===== src/rtl/alu_arbiter.sv =====
// alu_arbiter: shares one registered ALU between the execute stage (port 0)
// and the auxiliary address/compute port (port 1). Round-robin grant with
// per-port credits, a tag/port tracking pipe matched to the ALU latency, and
// one result FIFO per port with valid/ready backpressure.
module alu_arbiter #(
    parameter int ALU_LAT = 1,
    parameter int RDEPTH  = 4,
    parameter int TAGW    = 4
) (
    input  logic            clk,
    input  logic            rst,

    input  logic            req0_valid,
    output logic            req0_ready,
    input  logic [5:0]      req0_opcode,
    input  logic [5:0]      req0_funct,
    input  logic [31:0]     req0_rrs,
    input  logic [31:0]     req0_rrt,
    input  logic [15:0]     req0_imm,
    input  logic [4:0]      req0_shamt,
    input  logic [TAGW-1:0] req0_tag,

    input  logic            req1_valid,
    output logic            req1_ready,
    input  logic [5:0]      req1_opcode,
    input  logic [5:0]      req1_funct,
    input  logic [31:0]     req1_rrs,
    input  logic [31:0]     req1_rrt,
    input  logic [15:0]     req1_imm,
    input  logic [4:0]      req1_shamt,
    input  logic [TAGW-1:0] req1_tag,

    output logic            rsp0_valid,
    input  logic            rsp0_ready,
    output logic [31:0]     rsp0_rslt,
    output logic [TAGW-1:0] rsp0_tag,

    output logic            rsp1_valid,
    input  logic            rsp1_ready,
    output logic [31:0]     rsp1_rslt,
    output logic [TAGW-1:0] rsp1_tag,

    output logic [5:0]      alu_opcode,
    output logic [5:0]      alu_funct,
    output logic [31:0]     alu_rrs,
    output logic [31:0]     alu_rrt,
    output logic [15:0]     alu_imm,
    output logic [4:0]      alu_shamt,
    input  logic [31:0]     alu_rslt
);

    localparam int AW = $clog2(RDEPTH);
    localparam int PW = AW + 1;
    localparam int CW = AW + 1;
    localparam int DW = TAGW + 32;
    localparam logic [CW-1:0] CRED_MAX = CW'(RDEPTH);

    logic [1:0]            gnt;
    logic [1:0]            has_cred;
    logic [1:0]            elig;
    logic [1:0]            wr;
    logic [1:0]            pop;
    logic [1:0]            rsp_valid_v;
    logic [1:0]            rsp_ready_v;
    logic [DW-1:0]         rsp_data_v [2];
    logic [TAGW-1:0]       tag_gnt;
    logic                  last_gnt;

    logic [ALU_LAT-1:0]               pipe_vld;
    logic [ALU_LAT-1:0]               pipe_port;
    logic [ALU_LAT-1:0][TAGW-1:0]     pipe_tag;

    assign rsp_ready_v = {rsp1_ready, rsp0_ready};

    // Eligibility and round-robin grant; no grants while reset is held.
    always_comb begin
        elig[0] = req0_valid && has_cred[0] && !rst;
        elig[1] = req1_valid && has_cred[1] && !rst;
        gnt[0]  = elig[0] && (!elig[1] || last_gnt);
        gnt[1]  = elig[1] && (!elig[0] || !last_gnt);
    end

    assign req0_ready = gnt[0];
    assign req1_ready = gnt[1];
    assign tag_gnt    = gnt[1] ? req1_tag : req0_tag;

    // ALU operand bus: granted request, otherwise a harmless ADDU of zeros.
    always_comb begin
        alu_opcode = 6'h00;
        alu_funct  = 6'h21;
        alu_rrs    = 32'h0;
        alu_rrt    = 32'h0;
        alu_imm    = 16'h0;
        alu_shamt  = 5'h0;
        if (gnt[0]) begin
            alu_opcode = req0_opcode;
            alu_funct  = req0_funct;
            alu_rrs    = req0_rrs;
            alu_rrt    = req0_rrt;
            alu_imm    = req0_imm;
            alu_shamt  = req0_shamt;
        end else if (gnt[1]) begin
            alu_opcode = req1_opcode;
            alu_funct  = req1_funct;
            alu_rrs    = req1_rrs;
            alu_rrt    = req1_rrt;
            alu_imm    = req1_imm;
            alu_shamt  = req1_shamt;
        end
    end

    // Remember the last granted port; reset favours port 0 on the first tie.
    always_ff @(posedge clk) begin
        if (rst) begin
            last_gnt <= 1'b1;
        end else if (|gnt) begin
            last_gnt <= gnt[1];
        end
    end

    // Tracking pipe: {valid, port, tag} walks alongside the op through the ALU.
    always_ff @(posedge clk) begin
        if (rst) begin
            pipe_vld  <= '0;
            pipe_port <= '0;
            pipe_tag  <= '0;
        end else begin
            pipe_vld[0]  <= |gnt;
            pipe_port[0] <= gnt[1];
            pipe_tag[0]  <= tag_gnt;
            for (int i = 1; i < ALU_LAT; i++) begin
                pipe_vld[i]  <= pipe_vld[i-1];
                pipe_port[i] <= pipe_port[i-1];
                pipe_tag[i]  <= pipe_tag[i-1];
            end
        end
    end

    assign wr[0] = pipe_vld[ALU_LAT-1] && !pipe_port[ALU_LAT-1];
    assign wr[1] = pipe_vld[ALU_LAT-1] &&  pipe_port[ALU_LAT-1];

    for (genvar p = 0; p < 2; p++) begin : g_port
        logic [PW-1:0] wptr;
        logic [PW-1:0] rptr;
        logic [CW-1:0] cred;
        logic [DW-1:0] mem [RDEPTH];
        logic          empty;

        assign empty          = (wptr == rptr);
        assign rsp_valid_v[p] = !empty;
        assign pop[p]         = !empty && rsp_ready_v[p];
        // Credit check uses the registered count, so a pop frees a slot
        // only from the following cycle.
        assign has_cred[p]    = (cred < CRED_MAX);
        // Storage has no reset; the head is forced to zero while empty.
        assign rsp_data_v[p]  = empty ? '0 : mem[rptr[AW-1:0]];

        // FIFO pointers (with wrap bit) and credit count (in flight + queued).
        always_ff @(posedge clk) begin
            if (rst) begin
                wptr <= '0;
                rptr <= '0;
                cred <= '0;
            end else begin
                if (wr[p]) begin
                    wptr <= wptr + PW'(1);
                end
                if (pop[p]) begin
                    rptr <= rptr + PW'(1);
                end
                if (gnt[p] && !pop[p]) begin
                    cred <= cred + CW'(1);
                end else if (!gnt[p] && pop[p]) begin
                    cred <= cred - CW'(1);
                end
            end
        end

        // Result storage: capture ALU output and tag at the pipe tail.
        always_ff @(posedge clk) begin
            if (wr[p]) begin
                mem[wptr[AW-1:0]] <= {pipe_tag[ALU_LAT-1], alu_rslt};
            end
        end
    end

    assign rsp0_valid = rsp_valid_v[0];
    assign rsp0_rslt  = rsp_data_v[0][31:0];
    assign rsp0_tag   = rsp_data_v[0][DW-1:32];
    assign rsp1_valid = rsp_valid_v[1];
    assign rsp1_rslt  = rsp_data_v[1][31:0];
    assign rsp1_tag   = rsp_data_v[1][DW-1:32];

endmodule

===== config.mk =====
export PLATFORM = sky130hd
export DESIGN_NAME = alu_arbiter
export DESIGN_NICKNAME = d
export VERILOG_FILES = /design/src/rtl/alu_arbiter.sv
export SDC_FILE = /design/constraint.sdc
export NUM_CORES = 1
export LEC_CHECK = 0
export BUFFER_PORTS_ARGS = -buffer_cell sky130_fd_sc_hd__buf_2
export CAP_MARGIN = 10
export CORE_UTILIZATION = 52
export DETAILED_ROUTE_END_ITERATION = 8
export GPL_ROUTABILITY_DRIVEN = 0
export PLACE_DENSITY = 0.8
export SYNTH_ARGS = -nofsm -noshare
export SYNTH_HDL_FRONTEND = slang
export SYNTH_SLANG_ARGS = --single-unit

===== constraint.sdc =====
create_clock -name clk -period 3.2 [get_ports clk]
set_input_delay 0.16 -clock clk [delete_from_list [all_inputs] [get_ports clk]]
set_output_delay 0.16 -clock clk [all_outputs]
set_load 0.005 [all_outputs]

==> results of run 1 <==
[through the flow]
stage	power [mW]	setup WS, ps
floorplan	6.96	693
global placement	8.40	810
detailed placement	8.45	728
CTS	11.7	274
global route	12.1	93.5
finish	11.7	267
[cell families (layout without fill, tap and decap cells)]
| logic type | Yosys count | in the layout | synth area share, % |
|---|---|---|---|
| other | 0 | 8 | 0 |
| adders and majority gates | 14 | 14 | 1.34 |
| muxes | 174 | 174 | 18.7 |
| xor gates and xnor gates | 17 | 17 | 1.05 |
| AOI/OAI and AO/OA | 23 | 23 | 1.05 |
| buffers and inverters | 157 | 637 | 4.44 |
| DFF | 317 | 317 | 65.2 |
| and+or+nand+nor | 228 | 228 | 8.18 |
[power groups by stage]
stage          logic (mW)  registers, mW  clock network [mW]
2_1_floorplan        1.98           4.99                   0
3_3_place_gp         3.29           5.11                   0
3_5_place_dp         3.33           5.12                   0
4_1_cts              3.40           5.05                3.27
5_1_grt              3.62           5.08                3.42
6_report             3.39           5.04                3.24
[critical path, cell delays in order]
cell and delay [ps]:
dlygate4sd3_1 530, buf_2 160, buf_4 220, nor3b_4 240, buf_4 360, buf_4 470, nand2_1 100, mux2i_1 290
buf_2 180
[state kept, by name (all words and copies together) (netlist names), named ones only]
register,flops
g_port.rptr,6
pipe_port,1
pipe_tag,4
pipe_vld,1
g_port.mem,288
last_gnt,1
g_port.wptr,6
g_port.cred,6
[final timing paths]
kind	from	to	slack, ps	depth (start not counted)
worst max register to register	g_port[1].cred[2]	g_port[0].cred[2]	690	9
worst min-delay path	req0_tag[3]	pipe_tag[3]	30	3
worst max-delay path	rst	alu_rrt[5]	270	9
worst min register to register	g_port[0].cred[2]	g_port[0].cred[2]	510	2
[what timing repair did]
action	CTS	global route
hold buffers	39	0
resized for setup	0	0
hold endpoints to repair	263	0
setup endpoints to repair	0	0
[metal layers]
layer  track usage, %  up-vias  wire length, um
met5                0        -                0
met4             15.1        0             1970
met3             6.80       78             3470
met2             51.3      520            21200
met1             37.2     4885            16000
li1                 -     4293                -
[final cells by class]
cell class                      instances  area share, %
Inverter                              108           2.26
Antenna cell                            8          0.111
Sequential cell                       317           51.4
Timing Repair Buffer                  477           14.9
Clock inverter                         10          0.418
Clock buffer                           42           4.54
Tap cell                              341           2.38
Multi-Input combinational cell        456           24.0
[synthesized netlist by cell type, types with 2 or more instances]
master,count
ha_1,12
nand4_1,3
dfxtp_1,29
xnor2_1,9
nor2b_1,7
and3_1,5
and2_1,75
nand3b_1,2
nor3b_1,2
mux2i_1,98
inv_1,108
nor2_1,10
nand3_1,8
clkbuf_1,27
o21ai_0,5
xor2_1,8
edfxtp_1,288
nand2_1,104
o22a_1,2
a41oi_1,2
buf_6,2
mux2_2,4
fa_1,2
mux4_2,72
a21oi_1,7
or3_1,4
buf_2,19
==> results.yml, run 1 <==
run_status:
  status: "completed"
power_and_ir_drop:
  p_int_mw: 8.29
  clkPwrFrac_pct: 27.8
  switchingPower_mw: 3.38
  power.leakage_nw: 7.88
  power_density_nw_per_um2: 650
  p_comb_share_pct: 29.0
  seqPwrFrac_pct: 43.2
  ir_worst_vdd_v: 0.000439
  swShare_pct: 29.0
final_layout:
  layout_commonest_cell: "buf_2"
  nNetsFinal: 1643
  instances_no_fill: 1759
  final_cell_mix: "buf_2, edfxtp_1, inv_1"
  fin_area_um2: 18000
  area.growth.synth_to_final_pct: 26.9
  multi_input_area_um2: 4310
  utilization_pct: 67.0
  nFillCells: 1930
  final_layout_size_suffix_gt1_share_pct: 40.4
  seqCellArea_um2: 9230
routing:
  postRouteAntennaNets: 0
  drc: 0
  via_count: 9776
  wl_per_cell_um: 24.2
  drt-initial-drc-count: 872
  viasPerCell: 5.56
  drt-total-wl_um: 42600
  dr.pass1.iters: 5
sta:
  rsz0062_at_grt: "no"
  fin_crit_ps: 2930
  hold_slack_ps: 25.0
  period_share_pct: 91.7
  tightestPinTransition_ps: 973
  report.final.slew_viol_count: 0
  max-slew-margin-rel_pct: 35.1
  setup_tns_ps: 0
  finClkSkew_ps: 13.4
  setup_viol: 0
  max_freq_mhz: 341
  final_hold_viol_count: 0
floorplan:
  initial_core_util_pct: 52.8
  die_w_um: 167
  pin_count: 413
  die_y_um: 167
  row_count: 60
  core_um2: 26800
  die_area_um2: 27900
synthesis:
  synth_nets: 1184
  synthArstFlopShare_pct: 0
  synth_area_per_cell_um2: 15.2
  ys_ff_latch: 317
  ys_warn_count: 0
  synth_top_cell_by_area: "edfxtp_1"
  synthesis.area_um2: 14100
  synthCells: 930
  synth_seq_area_share_pct: 65.2
  synth.distinct_cells: 43
  synth_top_area_share_pct: 61.1
  synth_edf_count: 288
  ys_top_cells_by_area: "edfxtp_1, mux4_2, mux2i_1"
  yosys_most_used_dff: "edfxtp_1"
cts:
  insertion_delay_ps: 540
  numCtsBuffers: 29
  cts_tree: "done"
  cts_root_buffer: "clkbuf_16"
  htreeDepth: 1
  postCtsSetupBuffers: 0
  clk_pin_slew_ps: 60
  cts_buffer_depth: 3
  clock-sinks: 317
global_route:
  antenna_found_initial: 8
  grt_usage_pct: 30.5
  grt_overflow: 0
  grt_pass1_vias: 9665
  grt_pass1_wl_um: 61100
  grt_max_degree: 99
setup_path:
  cp_data_arrival_time_ps: 2770
  startpoint_type: "primary input"
  setup.worst_path.end_class: "output port"
  crit_fanout: 44
  path_class: "in2out"
  required_ps: 3040
worst_hold_path:
  hp-class: "in2reg"
place:
  dp_hpwl_um: 29900
  io_buffers: 412
  dp_cells: 1660
  place_area_um2: 16700
run:
  cap_violations: 0
Power figures use the tool's default switching activity.
==> inputs of run 2 (changes only) <==
Settings changed: CORE_UTILIZATION 52 to 47, PLACE_DENSITY 0.8 to 0.76, RECOVER_POWER set to 25, REMOVE_ABC_BUFFERS set to 1.
Clock period 3.2 ns to 2.46 ns, I/O delays scaled along.
==> run 2 against run 1 <==
  * Cell count grew 3.8%
  * Count of clock-buffer cells in the layout increased by 2
  * Highest routed layer unchanged
  * Critical path type is now reg2out
  * Setup slack got worse by 210 ps
==> results.yml, run 2 (same netlist as run 1, synthesis figures left out) <==
setup_path:
  r2r_end: "g_port[0].cred[2]"
  cp_data_arrival_time_ps: 2280
  setup.worst_path.end_class: "output port"
  cp.depth: 6
  critPathTopFamily: "simple AND/OR/NAND/NOR gates"
  cp_slowest_stage_delay_ps: 550
  r2r_setup_slack_ps: 100
  startpoint_type: "flop"
  slowest_stage: "or4b_4"
  crit_fanout: 10
  crit_chain: "nor3b_1 > or4b_4 > buf_4 > clkbuf_16 > mux2i_1 > buf_2"
  crit_path_end: "alu_rrs[6]"
  r2r_start: "g_port[1].cred[2]"
  path_class: "reg2out"
  required_ps: 2340
  crit_start: "g_port[1].cred[2]"
  path_buf_inv: 3
  ff2ff_path_depth: 9
final_layout:
  final_cell_mix: "buf_2, edfxtp_1, inv_1"
  layout_commonest_cell: "buf_2"
  nNetsFinal: 1654
  area.growth.synth_to_final_pct: 29.9
  final_layout_size_suffix_gt1_share_pct: 38.7
  nFillCells: 2316
  largest_reg_flops: 288
  utilization_pct: 62.0
cts:
  clk_pin_slew_ps: 60
  numCtsBuffers: 28
  cts_buffer_depth: 3
  cts_root_buffer: "clkbuf_16"
  cts_tree: "done"
  htreeDepth: 1
  insertion_delay_ps: 530
  clock-sinks: 317
global_route:
  grt_pass1_vias: 9458
  grt_pass1_wl_um: 60900
  antenna_found_initial: 15
  grt_usage_pct: 27.3
  grt_overflow: 0
  grt_max_degree: 49
routing:
  drt-total-wl_um: 42200
  viasPerCell: 5.25
  via_count: 9592
  postRouteAntennaNets: 0
  drt-initial-drc-count: 719
  drc: 0
  wl_per_cell_um: 23.1
  dr.pass1.iters: 5
worst_hold_path:
  hp-start: "rst"
  hp-class: "in2reg"
floorplan:
  core_um2: 29600
  initial_core_util_pct: 47.7
  die_w_um: 176
  die_y_um: 176
  die_area_um2: 30800
  row_count: 63
  pin_count: 413
sta:
  setup_viol: 0
  final_hold_viol_count: 0
  finClkSkew_ps: 18.8
  rsz0062_at_grt: "yes"
  tightestPinTransition_ps: 466
  fin_crit_ps: 2400
  max_freq_mhz: 417
  report.final.slew_viol_count: 0
  setup_ws_ps: 59.9
  period_share_pct: 97.6
  max-slew-margin-rel_pct: 68.9
place:
  dp_hpwl_um: 29800
  pre_cts_slack_ps: -133
  io_buffers: 412
power_and_ir_drop:
  ir_worst_vdd_v: 0.000551
  power.leakage_nw: 7.92
  power_density_nw_per_um2: 822
  design_power_total_mw: 15.1
run_status:
  status: "completed"
run:
  cap_violations: 0
run 2: worst min-delay path by stage:
stage	end	slack, ps	cells after the start
2_1_floorplan	g_port[0].cred[2]	190	1
3_3_place_gp	pipe_tag[2]	360	2
3_5_place_dp	pipe_tag[2]	370	2
4_1_cts	g_port[1].wptr[0]	110	3
5_1_grt	g_port[0].cred[1]	120	3
6_report	g_port[0].cred[1]	120	3
run 2: worst register-to-register path, delay by kind of cell, from the launching register on:
family          cells  cell delay [ps]
compound gates      1              140
xor+xnor            1              170
fa+ha+maj           2              560
buf+inv             2              170
flops               1              350
simple gates        3              910
run 2: final cells by class:
cell class	count	area [um2]	area share, %
Antenna cell	16	40.0	0.218
Clock buffer	44	812	4.42
Clock inverter	6	52.6	0.286
Inverter	108	405	2.21
Multi-Input combinational cell	456	4330	23.6
Sequential cell	317	9230	50.2
Tap cell	390	488	2.65
Timing Repair Buffer	489	3020	16.4
run 2: through the flow:
stage | cell area [um2] | hold WS (ps) | std cells | TNS [ps]
finish | 18400 | 117 | 1826 | 0
global route | 18400 | 122 | 1819 | -3.61
CTS | 18300 | 107 | 1808 | 0
detailed placement | 16900 | 366 | 1711 | -4940
global placement | 16900 | 363 | 1711 | -0.432
floorplan | 13900 | 192 | 881 | -187530
run 2: metal layers:
metal	GRT usage (%)	wire, um	part of all wire, %
met1	35.3	16700	40
met2	47.6	21600	51
met3	4.20	2860	6.8
met4	7.75	1040	2.5
met5	0	0	0
run 2: what timing repair did:
item | CTS | global route
pin swaps | 1 | 1
hold buffers | 43 | 0
endpoints found under the hold margin | 266 | 0
resized for setup | 9 | 5
setup buffers | 1 | 1
gates cloned | 3 | 1
setup endpoints to repair | 63 | 12
run 2: report_power, final:
part / leakage [nW] / switching, mW / internal [mW]
clock: 0.414 / 1.74 / 2.35
combinational: 4.66 / 2.32 / 2.28
sequential: 2.85 / 0.160 / 6.26
==> inputs of run 3 (changes only) <==
Settings changed: ABC_AREA set to 1, CELL_PAD_IN_SITES_DETAIL_PLACEMENT set to 1, CELL_PAD_IN_SITES_GLOBAL_PLACEMENT set to 1, CORE_UTILIZATION 47 to 36, PLACE_DENSITY 0.76 to unset, PLACE_DENSITY_LB_ADDON set to 0.1.
==> run 3 against run 2 <==
  * Global-route usage down 1.2 points
  * Setup slack gained 140 ps
  * Fmax up 6.0%
  * Critical path depth grew 1
  * Critical endpoint is now rsp0_tag[3]
  * Final area decreased by 0.94%
  * Critical path type unchanged
  * Flip-flop and latch count is the same
  * Sequential share of layout area is 0.48 points higher
  * Count of clock-buffer cells in the layout up 3
  * First-iteration DRC count decreased by 23%
==> results.yml, run 3 <==
run_status:
  status: "completed"
cts:
  cts_buffer_depth: 3
  clk_pin_slew_ps: 60
  cts_root_buffer: "clkbuf_16"
  cts_tree: "done"
  numCtsBuffers: 34
  clock-sinks: 317
  insertion_delay_ps: 510
  htreeDepth: 2
place:
  io_buffers: 412
  pre_cts_slack_ps: 338
  dp_hpwl_um: 36700
  place_area_um2: 16600
synthesis:
  yosysMostFrequentCell: "nor2_1"
  synthMuxAreaShare_pct: 0
  yosys_most_used_dff: "edfxtp_1"
  synthSimpleGateAreaFrac_pct: 18.6
  synth_top_cell_by_area: "edfxtp_1"
  synthCells: 1335
  synth_seq_area_share_pct: 66.4
  synth_area_per_cell_um2: 10.4
  synth_top_area_share_pct: 62.2
  synthAdderAreaFrac_pct: 1.37
  synthTopCellsByCount: "nor2_1, edfxtp_1, nand2_1"
  synthesis.area_um2: 13900
  synth.distinct_cells: 30
  synthArstFlopShare_pct: 0
  ys_top_cells_by_area: "edfxtp_1, nor2_1, nand2_1"
  synth_top_family_by_area: "simple AND/OR/NAND/NOR gates"
  synthXorXnorAreaFrac_pct: 0.315
  synth_edf_count: 288
  ys_warn_count: 0
  synth_compound_gate_area_share_pct: 9.02
  ys_ff_latch: 317
routing:
  wl_per_cell_um: 22.0
  drc: 0
  drt-total-wl_um: 51500
  via_count: 11509
  viasPerCell: 4.92
  drt-initial-drc-count: 552
  dr.pass1.iters: 5
  postRouteAntennaNets: 0
sta:
  setup_ws_ps: 196
  rsz0062_at_grt: "no"
  setup_viol: 0
  final_hold_viol_count: 0
  finClkSkew_ps: 19.7
  report.final.slew_viol_count: 0
  tightestPinTransition_ps: 564
  fin_crit_ps: 2260
  period_share_pct: 92.0
  max-slew-margin-rel_pct: 62.4
  max_freq_mhz: 442
floorplan:
  die_y_um: 199
  die_w_um: 199
  core_um2: 37800
  die_area_um2: 39400
  row_count: 71
  initial_core_util_pct: 36.7
  pin_count: 413
setup_path:
  path_class: "reg2out"
  setup.worst_path.end_class: "output port"
  ff2ff_path_depth: 13
  crit_fanout: 19
  cp_data_arrival_time_ps: 2140
  required_ps: 2340
  startpoint_type: "flop"
global_route:
  grt_pass1_wl_um: 74800
  grt_pass1_vias: 11850
  grt_overflow: 0
  grt_usage_pct: 26.1
  grt_max_degree: 102
  antenna_found_initial: 28
power_and_ir_drop:
  switchingPower_mw: 4.32
  power_density_nw_per_um2: 818
  ir_worst_vdd_v: 0.000501
  seqPwrFrac_pct: 42.6
  p_comb_share_pct: 23.1
  power.leakage_nw: 7.65
  p_int_mw: 10.6
  design_power_total_mw: 14.9
  swShare_pct: 29.0
  clkPwrFrac_pct: 34.4
final_layout:
  nNetsFinal: 2045
  final_layout_size_suffix_gt1_share_pct: 29.8
  largest_reg_flops: 288
  fin_area_um2: 18200
  layout_commonest_cell: "buf_2"
  area.growth.synth_to_final_pct: 30.9
  final_cell_mix: "buf_2, nor2_1, edfxtp_1"
run:
  cap_violations: 0
worst_hold_path:
  hp-class: "in2reg"
  hold_depth: 2
==> run 3: worst max-delay path: stages, from the launching register on <==
cell and delay (ps):
dfxtp_1 400, inv_1 130, nand2_1 80, nand2_1 40, nand3_1 230, inv_4 200, a21oi_1 350, buf_2 190
==> run 3: metrics by stage <==
step                instances  hold WS (ps)  TNS (ps)  utilization [%]
finish                   2337          20.5         0             48.1
global route             2333          37.1         0             48.1
CTS                      2325          11.7         0             48.0
detailed placement       2220           334         0             43.9
global placement         2220           342         0             43.9
floorplan                1262           192    -42730                -
==> run 3: per-layer routing <==
| metal | up-vias | GRT usage (%) | wire length, um |
|---|---|---|---|
| li1 | 5426 | - | - |
| met1 | 5613 | 30.5 | 20600 |
| met2 | 371 | 47.8 | 27100 |
| met3 | 95 | 4.53 | 2350 |
| met4 | 4 | 9.06 | 1430 |
| met5 | - | 0 | 27 |
==> run 3: path summary, 6_finish.rpt <==
path	slack, ps	to	from
max	200	rsp0_tag[3]	g_port[0].wptr[0]
min	20	flop	rst
max reg2reg	270	g_port[0].cred[2]	g_port[0].wptr[0]
min reg2reg	470	g_port[0].wptr[2]	g_port[0].wptr[2]
==> run 3: cell families after synthesis <==
logic type | count (synthesis)
flops | 317
xor+xnor | 5
buf+inv | 107
fa+ha+maj | 14
compound gates | 248
simple gates | 644
==> run 3: layout make-up <==
class	count	area, um2
Inverter	34	143
Antenna cell	11	27.5
Timing Repair Buffer	493	2910
Tap cell	511	639
Clock buffer	47	941
Multi-Input combinational cell	911	4130
Clock inverter	13	181
Sequential cell	317	9230
Fill cell	4378	19600
==> run 3: what timing repair did <==
item                       4_1_cts  5_1_grt
setup endpoints to repair        6       24
setup buffers                    0        0
gates cloned                     0        1
hold buffers                    45        0
gates resized for setup          1        3
hold endpoints to repair       269        0
==> run 3: power groups by stage <==
stage	Clock, mW	Combinational (mW)	Sequential [mW]
finish	5.12	3.43	6.34
global placement	0	3.32	6.43
floorplan	0	1.45	6.52
CTS	5.23	3.48	6.34
detailed placement	0	3.40	6.45
global route	5.41	3.81	6.37
